## src/rtl/cc_tag_ctrl_pkg.sv

```systemverilog
// rtl/cc_tag_ctrl_pkg.sv - shared constants and types for the code-cache tag controller
package cc_tag_ctrl_pkg;

  // Large-icache build doubles the number of sets.
  localparam bit ICACHE_256K = 1'b0;
  localparam int PHYS_BITS   = 44;

  localparam int CC_TAG_ADDR_WIDTH   = ICACHE_256K ? 8 : 7;
  localparam int CC_TAG_SETS         = 1 << CC_TAG_ADDR_WIDTH;
  localparam int CC1TAG_PADDR_W      = PHYS_BITS - 7;
  localparam int CC_TAG_STARVE_LIMIT = 15;

  typedef enum logic {
    ST_INIT = 1'b0,
    ST_RUN  = 1'b1
  } cc_tag_state_e;

endpackage

```

## src/rtl/cc_tag_ctrl_if.sv

```systemverilog
// rtl/cc_tag_ctrl_if.sv - requester and tag-way signal bundle for the tag controller
interface cc_tag_ctrl_if
  import cc_tag_ctrl_pkg::*;
#(
  parameter int PADDR_W = CC1TAG_PADDR_W
) ();

  logic               flush_req;
  logic               fetch_req;
  logic [PADDR_W-1:0] fetch_addr;
  logic               fetch_gnt;
  logic               fill_req;
  logic [PADDR_W-1:0] fill_addr;
  logic               fill_gnt;
  logic               inv_req;
  logic [PADDR_W-1:0] inv_addr;
  logic               inv_gnt;
  logic               tag_read_clkEn;
  logic [PADDR_W-1:0] tag_read_addr;
  logic               tag_write_wen;
  logic               tag_invalidate;
  logic [PADDR_W-1:0] tag_write_addr;
  logic               tag_init;
  logic               ready;

  modport master (
    output flush_req, fetch_req, fetch_addr, fill_req, fill_addr, inv_req, inv_addr,
    input  fetch_gnt, fill_gnt, inv_gnt, tag_read_clkEn, tag_read_addr,
           tag_write_wen, tag_invalidate, tag_write_addr, tag_init, ready
  );

  modport slave (
    input  flush_req, fetch_req, fetch_addr, fill_req, fill_addr, inv_req, inv_addr,
    output fetch_gnt, fill_gnt, inv_gnt, tag_read_clkEn, tag_read_addr,
           tag_write_wen, tag_invalidate, tag_write_addr, tag_init, ready
  );

endinterface

```

## src/rtl/cc_tag_ctrl_wr_arb.sv

```systemverilog
// rtl/cc_tag_ctrl_wr_arb.sv - tag write-port arbiter: inv/fill priority, fill anti-starvation, same-set bubble
module cc_tag_ctrl_wr_arb
  import cc_tag_ctrl_pkg::*;
#(
  parameter int ADDR_WIDTH   = CC_TAG_ADDR_WIDTH,
  parameter int STARVE_LIMIT = CC_TAG_STARVE_LIMIT
) (
  input  logic                  clk,
  input  logic                  rst,
  input  logic                  i_en,
  input  logic                  i_inv_req,
  input  logic [ADDR_WIDTH-1:0] i_inv_idx,
  input  logic                  i_fill_req,
  input  logic [ADDR_WIDTH-1:0] i_fill_idx,
  output logic                  o_inv_gnt,
  output logic                  o_fill_gnt,
  output logic                  o_last_wr_valid,
  output logic [ADDR_WIDTH-1:0] o_last_wr_idx
);

  localparam int SW = $clog2(STARVE_LIMIT + 1);

  logic [SW-1:0]         r_starve;
  logic                  r_last_wr_valid;
  logic [ADDR_WIDTH-1:0] r_last_wr_idx;
  logic                  w_inv_ok;
  logic                  w_fill_ok;
  logic                  w_starved;
  logic                  w_inv_gnt;
  logic                  w_fill_gnt;

  // Mask requests hitting the set written last cycle, then pick one winner (inv first unless fill is starved).
  always_comb begin
    w_inv_ok   = i_en & i_inv_req  & ~(r_last_wr_valid & (i_inv_idx  == r_last_wr_idx));
    w_fill_ok  = i_en & i_fill_req & ~(r_last_wr_valid & (i_fill_idx == r_last_wr_idx));
    w_starved  = (r_starve == SW'(STARVE_LIMIT));
    w_fill_gnt = w_fill_ok & (w_starved | ~w_inv_ok);
    w_inv_gnt  = w_inv_ok & ~w_fill_gnt;
  end

  // Count cycles a pending fill goes unserved; saturate so the limit compare stays true until it wins.
  always_ff @(negedge clk) begin
    if (rst || !i_en || w_fill_gnt) begin
      r_starve <= '0;
    end else if (i_fill_req && !w_starved) begin
      r_starve <= r_starve + SW'(1);
    end
  end

  // Remember the set of this cycle's write; a cycle with no write clears it so the next cycle is free.
  always_ff @(negedge clk) begin
    if (rst || !i_en) begin
      r_last_wr_valid <= 1'b0;
      r_last_wr_idx   <= '0;
    end else begin
      r_last_wr_valid <= w_inv_gnt | w_fill_gnt;
      if (w_inv_gnt) begin
        r_last_wr_idx <= i_inv_idx;
      end else if (w_fill_gnt) begin
        r_last_wr_idx <= i_fill_idx;
      end
    end
  end

  assign o_inv_gnt       = w_inv_gnt;
  assign o_fill_gnt      = w_fill_gnt;
  assign o_last_wr_valid = r_last_wr_valid;
  assign o_last_wr_idx   = r_last_wr_idx;

endmodule

```

## src/rtl/cc_tag_ctrl.sv

```systemverilog
// rtl/cc_tag_ctrl.sv - code-cache tag sequencer: init sweep, then read/write port sharing with hazard bubbles
module cc_tag_ctrl
  import cc_tag_ctrl_pkg::*;
#(
  parameter int ADDR_WIDTH   = CC_TAG_ADDR_WIDTH,
  parameter int ADDR_COUNT   = CC_TAG_SETS,
  parameter int PADDR_W      = CC1TAG_PADDR_W,
  parameter int STARVE_LIMIT = CC_TAG_STARVE_LIMIT
) (
  input  logic          clk,
  input  logic          rst,
  cc_tag_ctrl_if.slave  bus
);

  cc_tag_state_e         r_state;
  cc_tag_state_e         w_next_state;
  logic [ADDR_WIDTH-1:0] r_cnt;
  logic [PADDR_W-1:0]    r_wr_addr;
  logic [PADDR_W-1:0]    r_rd_addr;
  logic [PADDR_W-1:0]    w_wr_addr;
  logic [PADDR_W-1:0]    w_rd_addr;
  logic                  w_run;
  logic                  w_sweep_last;
  logic                  w_tag_init;
  logic                  w_fetch_hit;
  logic                  w_fetch_gnt;
  logic                  w_inv_gnt;
  logic                  w_fill_gnt;
  logic                  w_last_wr_valid;
  logic [ADDR_WIDTH-1:0] w_last_wr_idx;

  assign w_run        = (r_state == ST_RUN);
  assign w_sweep_last = (r_cnt == ADDR_WIDTH'(ADDR_COUNT - 1));
  assign w_fetch_hit  = w_last_wr_valid & (bus.fetch_addr[ADDR_WIDTH-1:0] == w_last_wr_idx);

  cc_tag_ctrl_wr_arb #(
    .ADDR_WIDTH   (ADDR_WIDTH),
    .STARVE_LIMIT (STARVE_LIMIT)
  ) u_wr_arb (
    .clk             (clk),
    .rst             (rst),
    .i_en            (w_run),
    .i_inv_req       (bus.inv_req),
    .i_inv_idx       (bus.inv_addr[ADDR_WIDTH-1:0]),
    .i_fill_req      (bus.fill_req),
    .i_fill_idx      (bus.fill_addr[ADDR_WIDTH-1:0]),
    .o_inv_gnt       (w_inv_gnt),
    .o_fill_gnt      (w_fill_gnt),
    .o_last_wr_valid (w_last_wr_valid),
    .o_last_wr_idx   (w_last_wr_idx)
  );

  // State register; tag arrays update on the falling edge so this does too.
  always_ff @(negedge clk) begin
    if (rst) begin
      r_state <= ST_INIT;
    end else begin
      r_state <= w_next_state;
    end
  end

  // Leave the sweep after the last set is issued; a flush always goes back to the start of a sweep.
  always_comb begin
    w_next_state = r_state;
    case (r_state)
      ST_INIT: if (!bus.flush_req && w_sweep_last) w_next_state = ST_RUN;
      ST_RUN:  if (bus.flush_req) w_next_state = ST_INIT;
      default: w_next_state = ST_INIT;
    endcase
  end

  // Sweep index: advances only while sweeping, and sits at zero ready for the next sweep otherwise.
  always_ff @(negedge clk) begin
    if (rst || r_state != ST_INIT || bus.flush_req || w_sweep_last) begin
      r_cnt <= '0;
    end else begin
      r_cnt <= r_cnt + ADDR_WIDTH'(1);
    end
  end

  // Port outputs: init strobe while sweeping; in run, the read grant and the write winner's address.
  always_comb begin
    w_tag_init  = 1'b0;
    w_fetch_gnt = 1'b0;
    w_wr_addr   = r_wr_addr;
    w_rd_addr   = r_rd_addr;
    case (r_state)
      ST_INIT: begin
        w_tag_init = 1'b1;
        w_wr_addr  = PADDR_W'(r_cnt);
      end
      ST_RUN: begin
        w_fetch_gnt = bus.fetch_req & ~w_fetch_hit;
        if (w_fetch_gnt) w_rd_addr = bus.fetch_addr;
        if (w_inv_gnt) begin
          w_wr_addr = bus.inv_addr;
        end else if (w_fill_gnt) begin
          w_wr_addr = bus.fill_addr;
        end
      end
      default: w_tag_init = 1'b0;
    endcase
  end

  // Addresses hold their last issued value while the port is idle.
  always_ff @(negedge clk) begin
    if (rst) begin
      r_wr_addr <= '0;
      r_rd_addr <= '0;
    end else begin
      r_wr_addr <= w_wr_addr;
      r_rd_addr <= w_rd_addr;
    end
  end

  assign bus.fetch_gnt      = w_fetch_gnt;
  assign bus.fill_gnt       = w_fill_gnt;
  assign bus.inv_gnt        = w_inv_gnt;
  assign bus.tag_read_clkEn = w_fetch_gnt;
  assign bus.tag_read_addr  = w_rd_addr;
  assign bus.tag_write_wen  = w_fill_gnt;
  assign bus.tag_invalidate = w_inv_gnt;
  assign bus.tag_write_addr = w_wr_addr;
  assign bus.tag_init       = w_tag_init;
  assign bus.ready          = w_run;

endmodule

```

## src/flat_wrapper.sv

```systemverilog
// flat-port wrapper written by rule: the top's interface ports become plain ports
module cc_tag_ctrl_flat import cc_tag_ctrl_pkg::*;
#(
  parameter int ADDR_WIDTH   = CC_TAG_ADDR_WIDTH,
  parameter int ADDR_COUNT   = CC_TAG_SETS,
  parameter int PADDR_W      = CC1TAG_PADDR_W,
  parameter int STARVE_LIMIT = CC_TAG_STARVE_LIMIT
)
  (clk, rst, bus_flush_req, bus_fetch_req, bus_fetch_addr, bus_fill_req, bus_fill_addr, bus_inv_req, bus_inv_addr, bus_fetch_gnt, bus_fill_gnt, bus_inv_gnt, bus_tag_read_clkEn, bus_tag_read_addr, bus_tag_write_wen, bus_tag_invalidate, bus_tag_write_addr, bus_tag_init, bus_ready);
  cc_tag_ctrl_if #(.PADDR_W(PADDR_W)) bus_i ();
  input  logic clk;
  input  logic rst;
  input wire logic [$bits(bus_i.flush_req)-1:0] bus_flush_req;
  input wire logic [$bits(bus_i.fetch_req)-1:0] bus_fetch_req;
  input wire logic [$bits(bus_i.fetch_addr)-1:0] bus_fetch_addr;
  input wire logic [$bits(bus_i.fill_req)-1:0] bus_fill_req;
  input wire logic [$bits(bus_i.fill_addr)-1:0] bus_fill_addr;
  input wire logic [$bits(bus_i.inv_req)-1:0] bus_inv_req;
  input wire logic [$bits(bus_i.inv_addr)-1:0] bus_inv_addr;
  output wire logic [$bits(bus_i.fetch_gnt)-1:0] bus_fetch_gnt;
  output wire logic [$bits(bus_i.fill_gnt)-1:0] bus_fill_gnt;
  output wire logic [$bits(bus_i.inv_gnt)-1:0] bus_inv_gnt;
  output wire logic [$bits(bus_i.tag_read_clkEn)-1:0] bus_tag_read_clkEn;
  output wire logic [$bits(bus_i.tag_read_addr)-1:0] bus_tag_read_addr;
  output wire logic [$bits(bus_i.tag_write_wen)-1:0] bus_tag_write_wen;
  output wire logic [$bits(bus_i.tag_invalidate)-1:0] bus_tag_invalidate;
  output wire logic [$bits(bus_i.tag_write_addr)-1:0] bus_tag_write_addr;
  output wire logic [$bits(bus_i.tag_init)-1:0] bus_tag_init;
  output wire logic [$bits(bus_i.ready)-1:0] bus_ready;
  assign bus_i.flush_req = bus_flush_req;
  assign bus_i.fetch_req = bus_fetch_req;
  assign bus_i.fetch_addr = bus_fetch_addr;
  assign bus_i.fill_req = bus_fill_req;
  assign bus_i.fill_addr = bus_fill_addr;
  assign bus_i.inv_req = bus_inv_req;
  assign bus_i.inv_addr = bus_inv_addr;
  assign bus_fetch_gnt = bus_i.fetch_gnt;
  assign bus_fill_gnt = bus_i.fill_gnt;
  assign bus_inv_gnt = bus_i.inv_gnt;
  assign bus_tag_read_clkEn = bus_i.tag_read_clkEn;
  assign bus_tag_read_addr = bus_i.tag_read_addr;
  assign bus_tag_write_wen = bus_i.tag_write_wen;
  assign bus_tag_invalidate = bus_i.tag_invalidate;
  assign bus_tag_write_addr = bus_i.tag_write_addr;
  assign bus_tag_init = bus_i.tag_init;
  assign bus_ready = bus_i.ready;
  cc_tag_ctrl #(.ADDR_WIDTH(ADDR_WIDTH), .ADDR_COUNT(ADDR_COUNT), .PADDR_W(PADDR_W), .STARVE_LIMIT(STARVE_LIMIT)) u_core (.clk(clk), .rst(rst), .bus(bus_i));
endmodule
```

## config.mk

```make
export PLATFORM = sky130hd
export DESIGN_NAME = cc_tag_ctrl_flat
export DESIGN_NICKNAME = d
export VERILOG_FILES = /design/src/rtl/cc_tag_ctrl_pkg.sv /design/src/rtl/cc_tag_ctrl_if.sv /design/src/rtl/cc_tag_ctrl_wr_arb.sv /design/src/rtl/cc_tag_ctrl.sv /design/src/flat_wrapper.sv
export SDC_FILE = /design/constraint.sdc
export NUM_CORES = 1
export LEC_CHECK = 0
export ABC_AREA = 1
export CAP_MARGIN = 20
export CELL_PAD_IN_SITES_DETAIL_PLACEMENT = 2
export CELL_PAD_IN_SITES_GLOBAL_PLACEMENT = 2
export CORE_MARGIN = 2
export CORE_UTILIZATION = 23
export DETAILED_ROUTE_END_ITERATION = 6
export PLACE_DENSITY_LB_ADDON = 0.1
export RECOVER_POWER = 50
export REMOVE_ABC_BUFFERS = 1
export SLEW_MARGIN = 20
export SYNTH_ARGS = -nofsm -noshare
export SYNTH_HDL_FRONTEND = slang
export SYNTH_SLANG_ARGS = --single-unit
export TNS_END_PERCENT = 20
```

## constraint.sdc

```tcl
create_clock -name clk -period 5.4 [get_ports clk]
set_input_delay 0.81 -clock clk [delete_from_list [all_inputs] [get_ports clk]]
set_output_delay 0.81 -clock clk [all_outputs]
set_load 0.05 [all_outputs]
```

# ---- Word-level counts from Yosys, hierarchy flattened
# Index checks and enable logic that the tools add are counted.
dict set report word_totals {
  regBits 94
  latch_bits 0
  ram_bits 0
  mem_bits_ro 0
  out_inout_bits 82
  elab_cells 55
  mem_count 0
}
dict set report op_classes {
  addsub 2
  multipliers 0
  n_div 0
  magnitude_cmp 0
  eq_ne 5
  shift 0
  mux 12
  bitwise_logic 18
  n_reduce_logical 11
}
# operator count
set ops {}
lappend ops {{$mux W37} 4}
lappend ops {{$pmux W37 S2} 1}
lappend ops {{$eq A7 B7 Y1} 3}
lappend ops {{$mux W7} 2}
lappend ops {{$and A1 B1 Y1} 10}
lappend ops {{$add A7 B1 Y7 const B} 1}
lappend ops {{$eq A7 B7 Y1 const B} 1}
lappend ops {{$not A1 Y1} 6}
lappend ops {{$logic_or A1 B1 Y1} 5}
lappend ops {{$add A4 B1 Y4 const B} 1}
lappend ops {{$eq A4 B4 Y1 const B} 1}
lappend ops {{$mux W1} 4}
lappend ops {{$logic_not A1 Y1} 3}
lappend ops {{$logic_and A1 B1 Y1} 2}
lappend ops {{$or A1 B1 Y1} 2}
lappend ops {{$pmux W1 S2} 1}
lappend ops {{$reduce_bool A2 Y1} 1}

# ---- Longest topological paths before layout
# Gate-level depths: netlist of run 1.
dict set report depth {
  ltp_word 11
  mapped_depth 16
  ltp_nobuf 14
}

# ---- Cells and area by module
# From an unflattened synthesis of run 1, not the netlist that was laid out.
dict set report unflattened {
  hier_cells 919
  hier_area_um2 5430.2
}
# mod instances cells_each area_each_um2 seq_area_each_um2
set modules_own_cells {}
lappend modules_own_cells {cc_tag_ctrl 1 742 4460.5 1641.6}
lappend modules_own_cells {cc_tag_ctrl_wr_arb 1 177 969.7 240.2}

==> flow_summary_export.csv, run 1 <==
group,metric,value,unit
sta,relSlewSlack,0.590,
worst_setup_path,r2r-end,"u_core.r_wr_addr[31]",
drt,first_iter_violations,89,
worst_setup_path,r2r_slack,3.47,ns
final_layout,area_growth,95.8,%
run_status,violations,"negative setup slack",
cts,clkTransAtPathRegs,0.06,ns
cts,cts.path.max_buffers,2,
floorplanning,die_x,151,um
logic_synthesis,yosys-top-cells-count,"228 x nand2_1, 193 x nor2_1, 161 x inv_1, 94 x dfxtp_1, 42 x nand3_1",
grt,grt_pass1_vias,6828,
drt,drc,0,
floorplanning,placementRows,53,
logic_synthesis,synth_most_common_cell,"nand2_1",
worst_setup_path,crit_chain,"buf_6, nand2_4, nand2_2, inv_2, nand2_2, nor2_2, nand2_2, nand2_4, inv_6, nor2_4, clkbuf_16, nand2_1, nand2_1, nor2_1, nor2_2, buf_12",
logic_synthesis,synth_cell_types,27,
logic_synthesis,synth_top_area_share,0.381,
logic_synthesis,ys.flop_type,"dfxtp_1",
worst_setup_path,cp_slowest_cell,"dfxtp_4",
worst_setup_path,cp_max_fo,12,
sta,skew,0.0256,ns
cts,cts_root_buffer,"clkbuf_16",
drt,drt-pass1-iter-count,4,
final_layout,final_nets,1279,
drt,ant_nets,0,
cts,cts_buffers,9,
power,p_sw,552,uW
sta,slew_viol_final,0,
worst_setup_path,required,4.59,ns
power,worst_ir_drop_vdd,129,uV
logic_synthesis,synth-async-reset-ratio,0,
sta,hold_viol_final,0,
cts,cts.sinks,94,
logic_synthesis,synthSimpleGateAreaFrac,0.394,
floorplanning,start_util,0.235,
logic_synthesis,avgSynthCellArea,5.93,um2
power,powerDensity,185,nW/um2
floorplanning,core,21000,um2
logic_synthesis,synth_mux_area_frac,0,
logic_synthesis,syn_inst,833,
power,power.leakage,0.00500,uW
final_layout,final-seq-area,1900,um2
power,clkPwrFrac,0.528,
logic_synthesis,synth_top_family_by_area,"simple AND/OR/NAND/NOR gates",
final_layout,stdcell_count,1439,
drt,drt-total-wl,23300,um
grt,grt_pass1_wl,33100,um
final_layout,n_fill_cell,2431,
worst_setup_path,critPathCaptureType,"output port",
worst_setup_path,worstSetupPathType,"flop to output port",
sta,finalSetupViolCount,80,
worst_setup_path,ff2ff_path_depth,15,
cts,worst_skew_pair.late_latency,0.43,ns
place,portBuffers,198,
logic_synthesis,synth-seq-cells,94,
final_layout,multi_input_area,2730,um2
worst_setup_path,path_common_cell,"nand2_2",
worst_hold_path,hold_path.class,"flop to flop",
floorplanning,die_h,151,um
worst_hold_path,min_path_cells,1,
cts,htreeDepth,3,
floorplanning,io_pins,199,
place,post-dp-hpwl,15400,um
grt,antenna_found_initial,2,
drt,dr_total_vias,6281,
worst_setup_path,critPathArrivalTime,5.09,ns
worst_setup_path,start_kind,"flop",
logic_synthesis,synthAdderAreaFrac,0.00507,
power,p_seq_frac,0.390,
run_status,status,"complete, but fails checks",
power,p_total,1790,uW
place,place_congestion,0.739,
logic_synthesis,synth_area_leaders,"dfxtp_1 38%, nand2_1 17%, nor2_1 15%, inv_1 12%, nand3_1 4.3%",
drt,via_per_inst,4.36,
place,placedCellCount,1318,
grt,grt_usage,0.187,
sta,worst_slack,-0.497,ns
power,switching_share,0.308,
cts,cts_tree,"built",
worst_setup_path,r2r-start,"u_core.u_wr_arb.o_last_wr_idx[6]",
logic_synthesis,synth_edf_count,0,
power,p_comb_frac,0.082,
grt,grt_max_degree,40,
sta,rsz0062_at_grt,"true",
worst_hold_path,min_from,"u_core.r_cnt[0]",
logic_synthesis,yosysTopAreaCell,"dfxtp_1",
cts,cts_hold_buf,0,
logic_synthesis,synth_seq_area_share,0.381,
grt,grt_overflow,0,
sta,hold_ws,0.455,ns
logic_synthesis,synth-xor-area-share,0.00887,
flow_run,drv_cap,0,
logic_synthesis,synth_warnings,0,
power,p_int,1240,uW
worst_hold_path,holdPathEnd,"u_core.r_cnt[0]",
drt,wl_per_cell,16.2,um
logic_synthesis,syn_area,4940,um2
logic_synthesis,synth_compound_area_frac,0.0456,
sta,tns,-27.90,ns
final_layout,drive_above_1_share,0.284,
floorplanning,die_area,22700,um2
sta,worst_pin_slew,0.618,ns
worst_setup_path,critPathMaxStageDelay,0.36,ns
## power by group through the flow
| stage | clock network (uW) | registers [uW] | logic, uW |
|---|---|---|---|
| after global placement | 107 | 711 | 136 |
| after detailed placement | 107 | 711 | 137 |
| after floorplan | 107 | 711 | 22.8 |
| final | 946 | 699 | 146 |
| after CTS | 983 | 701 | 140 |
| after global routing | 1080 | 697 | 159 |
## cell type report
cell class              count  area share
clock inverters            99      0.0423
multi-input cells         536       0.282
inverters                 168      0.0673
diodes                      1    0.000259
well taps                 275      0.0356
repair buffers            257       0.353
flip-flops and latches     94       0.197
clock buffers               9      0.0233
## timing repair
item | CTS | global route
setup buffers | 1 | 6
gates cloned | 1 | 5
resized for setup | 72 | 165
pin swaps | 5 | 18
setup endpoints to repair | 80 | 80
## worst max path at each step
stage                                     start                     end  slack (ns)  depth (start not counted)
5_1_grt        u_core.u_wr_arb.o_last_wr_idx[1]    bus_tag_read_addr[3]       -0.67                         13
6_report       u_core.u_wr_arb.o_last_wr_idx[6]  bus_tag_write_addr[19]       -0.50                         16
3_3_place_gp   u_core.u_wr_arb.o_last_wr_idx[2]  bus_tag_write_addr[28]       -0.04                         14
4_1_cts        u_core.u_wr_arb.o_last_wr_idx[6]  bus_tag_write_addr[36]       -0.47                         16
3_5_place_dp   u_core.u_wr_arb.o_last_wr_idx[2]  bus_tag_write_addr[22]       -0.13                         14
2_1_floorplan                  u_core.bus.ready  bus_tag_write_addr[10]       -1.02                          2
## worst max-delay path: cells and delay by family (launching register included)
| family | cells | cell delay (ns) |
|---|---|---|
| buffers and inverters | 5 | 0.60 |
| DFF | 1 | 0.36 |
| and+or+nand+nor | 11 | 0.98 |
## cells in the final DEF (no fill, tap or decap), types with 12 or more instances in the layout
cell	n
o21ai_2	23
dfxtp_1	87
nor2_2	46
inv_2	27
clkbuf_16	13
buf_4	40
nand2_4	12
nand2_1	194
clkdlybuf4s50_1	113
nand2_2	26
nor2_1	141
buf_12	85
nand3_1	35
inv_1	228
## state kept, by name, indices dropped and copies added (netlist names)
signal / flops
u_core.r_rd_addr: 37
u_core.r_wr_addr: 37
u_core.r_cnt: 7
u_core.u_wr_arb.o_last_wr_idx: 7
u_core.u_wr_arb.r_starve: 4
u_core.bus.ready: 1
u_core.u_wr_arb.o_last_wr_valid: 1
## metal layers
| layer | routed length, um | vias up | track usage |
|---|---|---|---|
| met4 | 328 | 0 | 0.0712 |
| met3 | 1500 | 22 | 0.0697 |
| met1 | 9030 | 3012 | 0.197 |
| met5 | 0 | - | 0 |
| li1 | - | 3072 | - |
| met2 | 12400 | 175 | 0.337 |
## stage by stage
| step | utilization | instance area, um2 | setup slack, ns |
|---|---|---|---|
| floorplan | - | 4750 | -1.02 |
| global placement | 0.393 | 8260 | -0.0397 |
| detailed placement | 0.393 | 8260 | -0.132 |
| CTS | 0.430 | 9040 | -0.466 |
| global route | 0.460 | 9670 | -0.666 |
| finish | 0.460 | 9670 | -0.497 |
## logic make-up (layout without fill, tap and decap cells)
family          Yosys count  in the layout
simple gates            485            485
buf+inv                 203            533
flops                    94             94
compound gates           44             44
xor+xnor                  5              5
fa+ha+maj                 2              2
other cells               0              1
Note: power is estimated with default switching activity, not from simulation.
==> run 2, diff against run 1 <==
Settings changed: GPL_ROUTABILITY_DRIVEN set to 0, SKIP_LAST_GASP set to 1.
==> run 2 against run 1 <==
- the flow still finishes with violations (negative setup slack)
- non-clock buffer count down 3
- first-iteration DRC count rose by 10%
- worst hold slack lost 0.00060 ns
- core utilization fell by 1.8 points
- power fell by 1.3%
- highest routed layer is now met5
==> flow_summary_export.csv, run 2 (synthesis gave the netlist of run 1 again) <==
group,metric,value,unit
run_status,status,"complete, but fails checks",
run_status,violations,"negative setup slack",
cts,cts.sinks,94,
cts,htreeDepth,3,
cts,cts.path.max_buffers,2,
floorplanning,die_area,22700,um2
power,p_sw,529,uW
sta,skew,0.0292,ns
drt,via_per_inst,4.32,
worst_hold_path,hold_path.class,"flop to flop",
worst_setup_path,worstSetupPathType,"flop to output port",
power,p_seq_frac,0.396,
sta,worst_pin_slew,0.618,ns
worst_setup_path,critPathTopFamily,"simple AND/OR/NAND/NOR gates",
worst_setup_path,crit_chain,"inv_2, nand2_2, nand2_2, inv_1, nor2_2, nand2_1, nor2_2, nor2_4, nor2_4, clkbuf_16, nand2_1, nand2_1, nor2_1, nor2_2, buf_12",
sta,tns,-29.83,ns
sta,hold_ws,0.454,ns
final_layout,reg.largest.list,"u_core.r_rd_addr x37, u_core.r_wr_addr x37",
worst_setup_path,cp_slowest_cell,"dfxtp_4",
final_layout,n_fill_cell,2487,
sta,hold_viol_final,0,
flow_run,drv_cap,0,
drt,drt-pass1-iter-count,4,
floorplanning,die_h,151,um
worst_hold_path,min_from,"u_core.r_cnt[0]",
sta,finalSetupViolCount,80,
grt,grt_usage,0.186,
floorplanning,start_util,0.235,
floorplanning,core,21000,um2
drt,drt-total-wl,21700,um
sta,rsz0062_at_grt,"true",
cts,cts_hold_buf,0,
cts,clkTransAtPathRegs,0.04,ns
worst_setup_path,r2r-start,"u_core.u_wr_arb.o_last_wr_idx[4]",
floorplanning,io_pins,199,
grt,antenna_found_initial,2,
drt,wl_per_cell,15.1,um
final_layout,drive_above_1_share,0.203,
grt,grt_max_degree,40,
worst_setup_path,crit_start,"u_core.u_wr_arb.o_last_wr_idx[4]",
worst_setup_path,cp_max_fo,12,
worst_setup_path,path_buf_inv,4,
drt,drc,0,
grt,grt_pass1_wl,33100,um
floorplanning,placementRows,53,
cts,cts_tree,"built",
power,p_comb_frac,0.079,
cts,cts_buffers,9,
cts,cts_root_buffer,"clkbuf_16",
power,powerDensity,190,nW/um2
worst_setup_path,critical_path_depth,15,
power,worst_ir_drop_vdd,124,uV
final_layout,layout_commonest_cell,"inv_1",
power,p_int,1240,uW
cts,worst_skew_pair.late_latency,0.43,ns
final_layout,final_nets,1276,
place,post-dp-hpwl,15400,um
worst_setup_path,required,4.59,ns
sta,relSlewSlack,0.590,
final_layout,area_growth,88.1,%
sta,slew_viol_final,0,
sta,worst_slack,-0.495,ns
grt,grt_pass1_vias,6810,
worst_setup_path,ff2ff_path_depth,15,
power,power.leakage,0.00496,uW
worst_hold_path,min_path_cells,1,
final_layout,mostFrequentLayoutCells,"252 x inv_1, 216 x nand2_1, 150 x nor2_1",
drt,ant_nets,0,
worst_setup_path,start_kind,"flop",
drt,first_iter_violations,98,
place,portBuffers,198,
worst_setup_path,critPathArrivalTime,5.08,ns
power,switching_share,0.300,
worst_setup_path,r2r_slack,3.46,ns
grt,grt_overflow,0,
power,clkPwrFrac,0.525,
worst_setup_path,critPathMaxStageDelay,0.35,ns
drt,dr_total_vias,6209,
worst_setup_path,critPathCaptureType,"output port",
floorplanning,die_x,151,um
## run 2: timing repair
action                                  CTS  global route
cloned                                    1             3
gates resized for setup                  39            52
endpoints found under the setup margin   80            80
buffers inserted                          1             5
pin swaps                                 5             5
## run 2: metrics by stage
| step | power (uW) | setup slack, ns | instance area [um2] | util | cells |
|---|---|---|---|---|---|
| final | 1770 | -0.495 | 9290 | 0.442 | 1436 |
| after detailed placement | 955 | -0.132 | 8260 | 0.393 | 1318 |
| after floorplan | 840 | -1.02 | 4750 | - | 799 |
| after CTS | 1820 | -0.471 | 9010 | 0.429 | 1427 |
| after global routing | 1910 | -0.640 | 9290 | 0.442 | 1436 |
| after global placement | 953 | -0.0397 | 8260 | 0.393 | 1318 |
## run 2: worst paths after layout
check	endpoint
min	u_core.r_cnt[0]
max reg2reg	u_core.u_wr_arb.o_last_wr_idx[2]
min reg2reg	u_core.r_cnt[0]
max	bus_tag_write_addr[19]
## run 2: layout make-up
| type | instances | area (um2) | share of cell area |
|---|---|---|---|
| Antenna cell | 1 | 2.50 | 0.000269 |
| Inverter | 168 | 646 | 0.0695 |
| Timing Repair Buffer | 254 | 3340 | 0.359 |
| Multi-Input combinational cell | 536 | 2430 | 0.261 |
| Sequential cell | 94 | 1900 | 0.204 |
| Tap cell | 275 | 344 | 0.0370 |
| Clock inverter | 99 | 409 | 0.0440 |
| Clock buffer | 9 | 225 | 0.0242 |
## run 2: power groups by stage
stage                     sequential [uW]  clock (uW)  combinational (uW)
after floorplan                       711         107                22.8
after global placement                711         107                 136
after detailed placement              711         107                 137
after CTS                             701         983                 139
after global routing                  697        1060                 152
final                                 699         928                 140
## run 2: layer usage
layer | GRT usage | wire length (um) | vias to the layer above
li1 | - | - | 3067
met1 | 0.198 | 8670 | 2951
met2 | 0.334 | 11300 | 171
met3 | 0.0688 | 1430 | 18
met4 | 0.0731 | 267 | 2
met5 | 0 | 13 | -
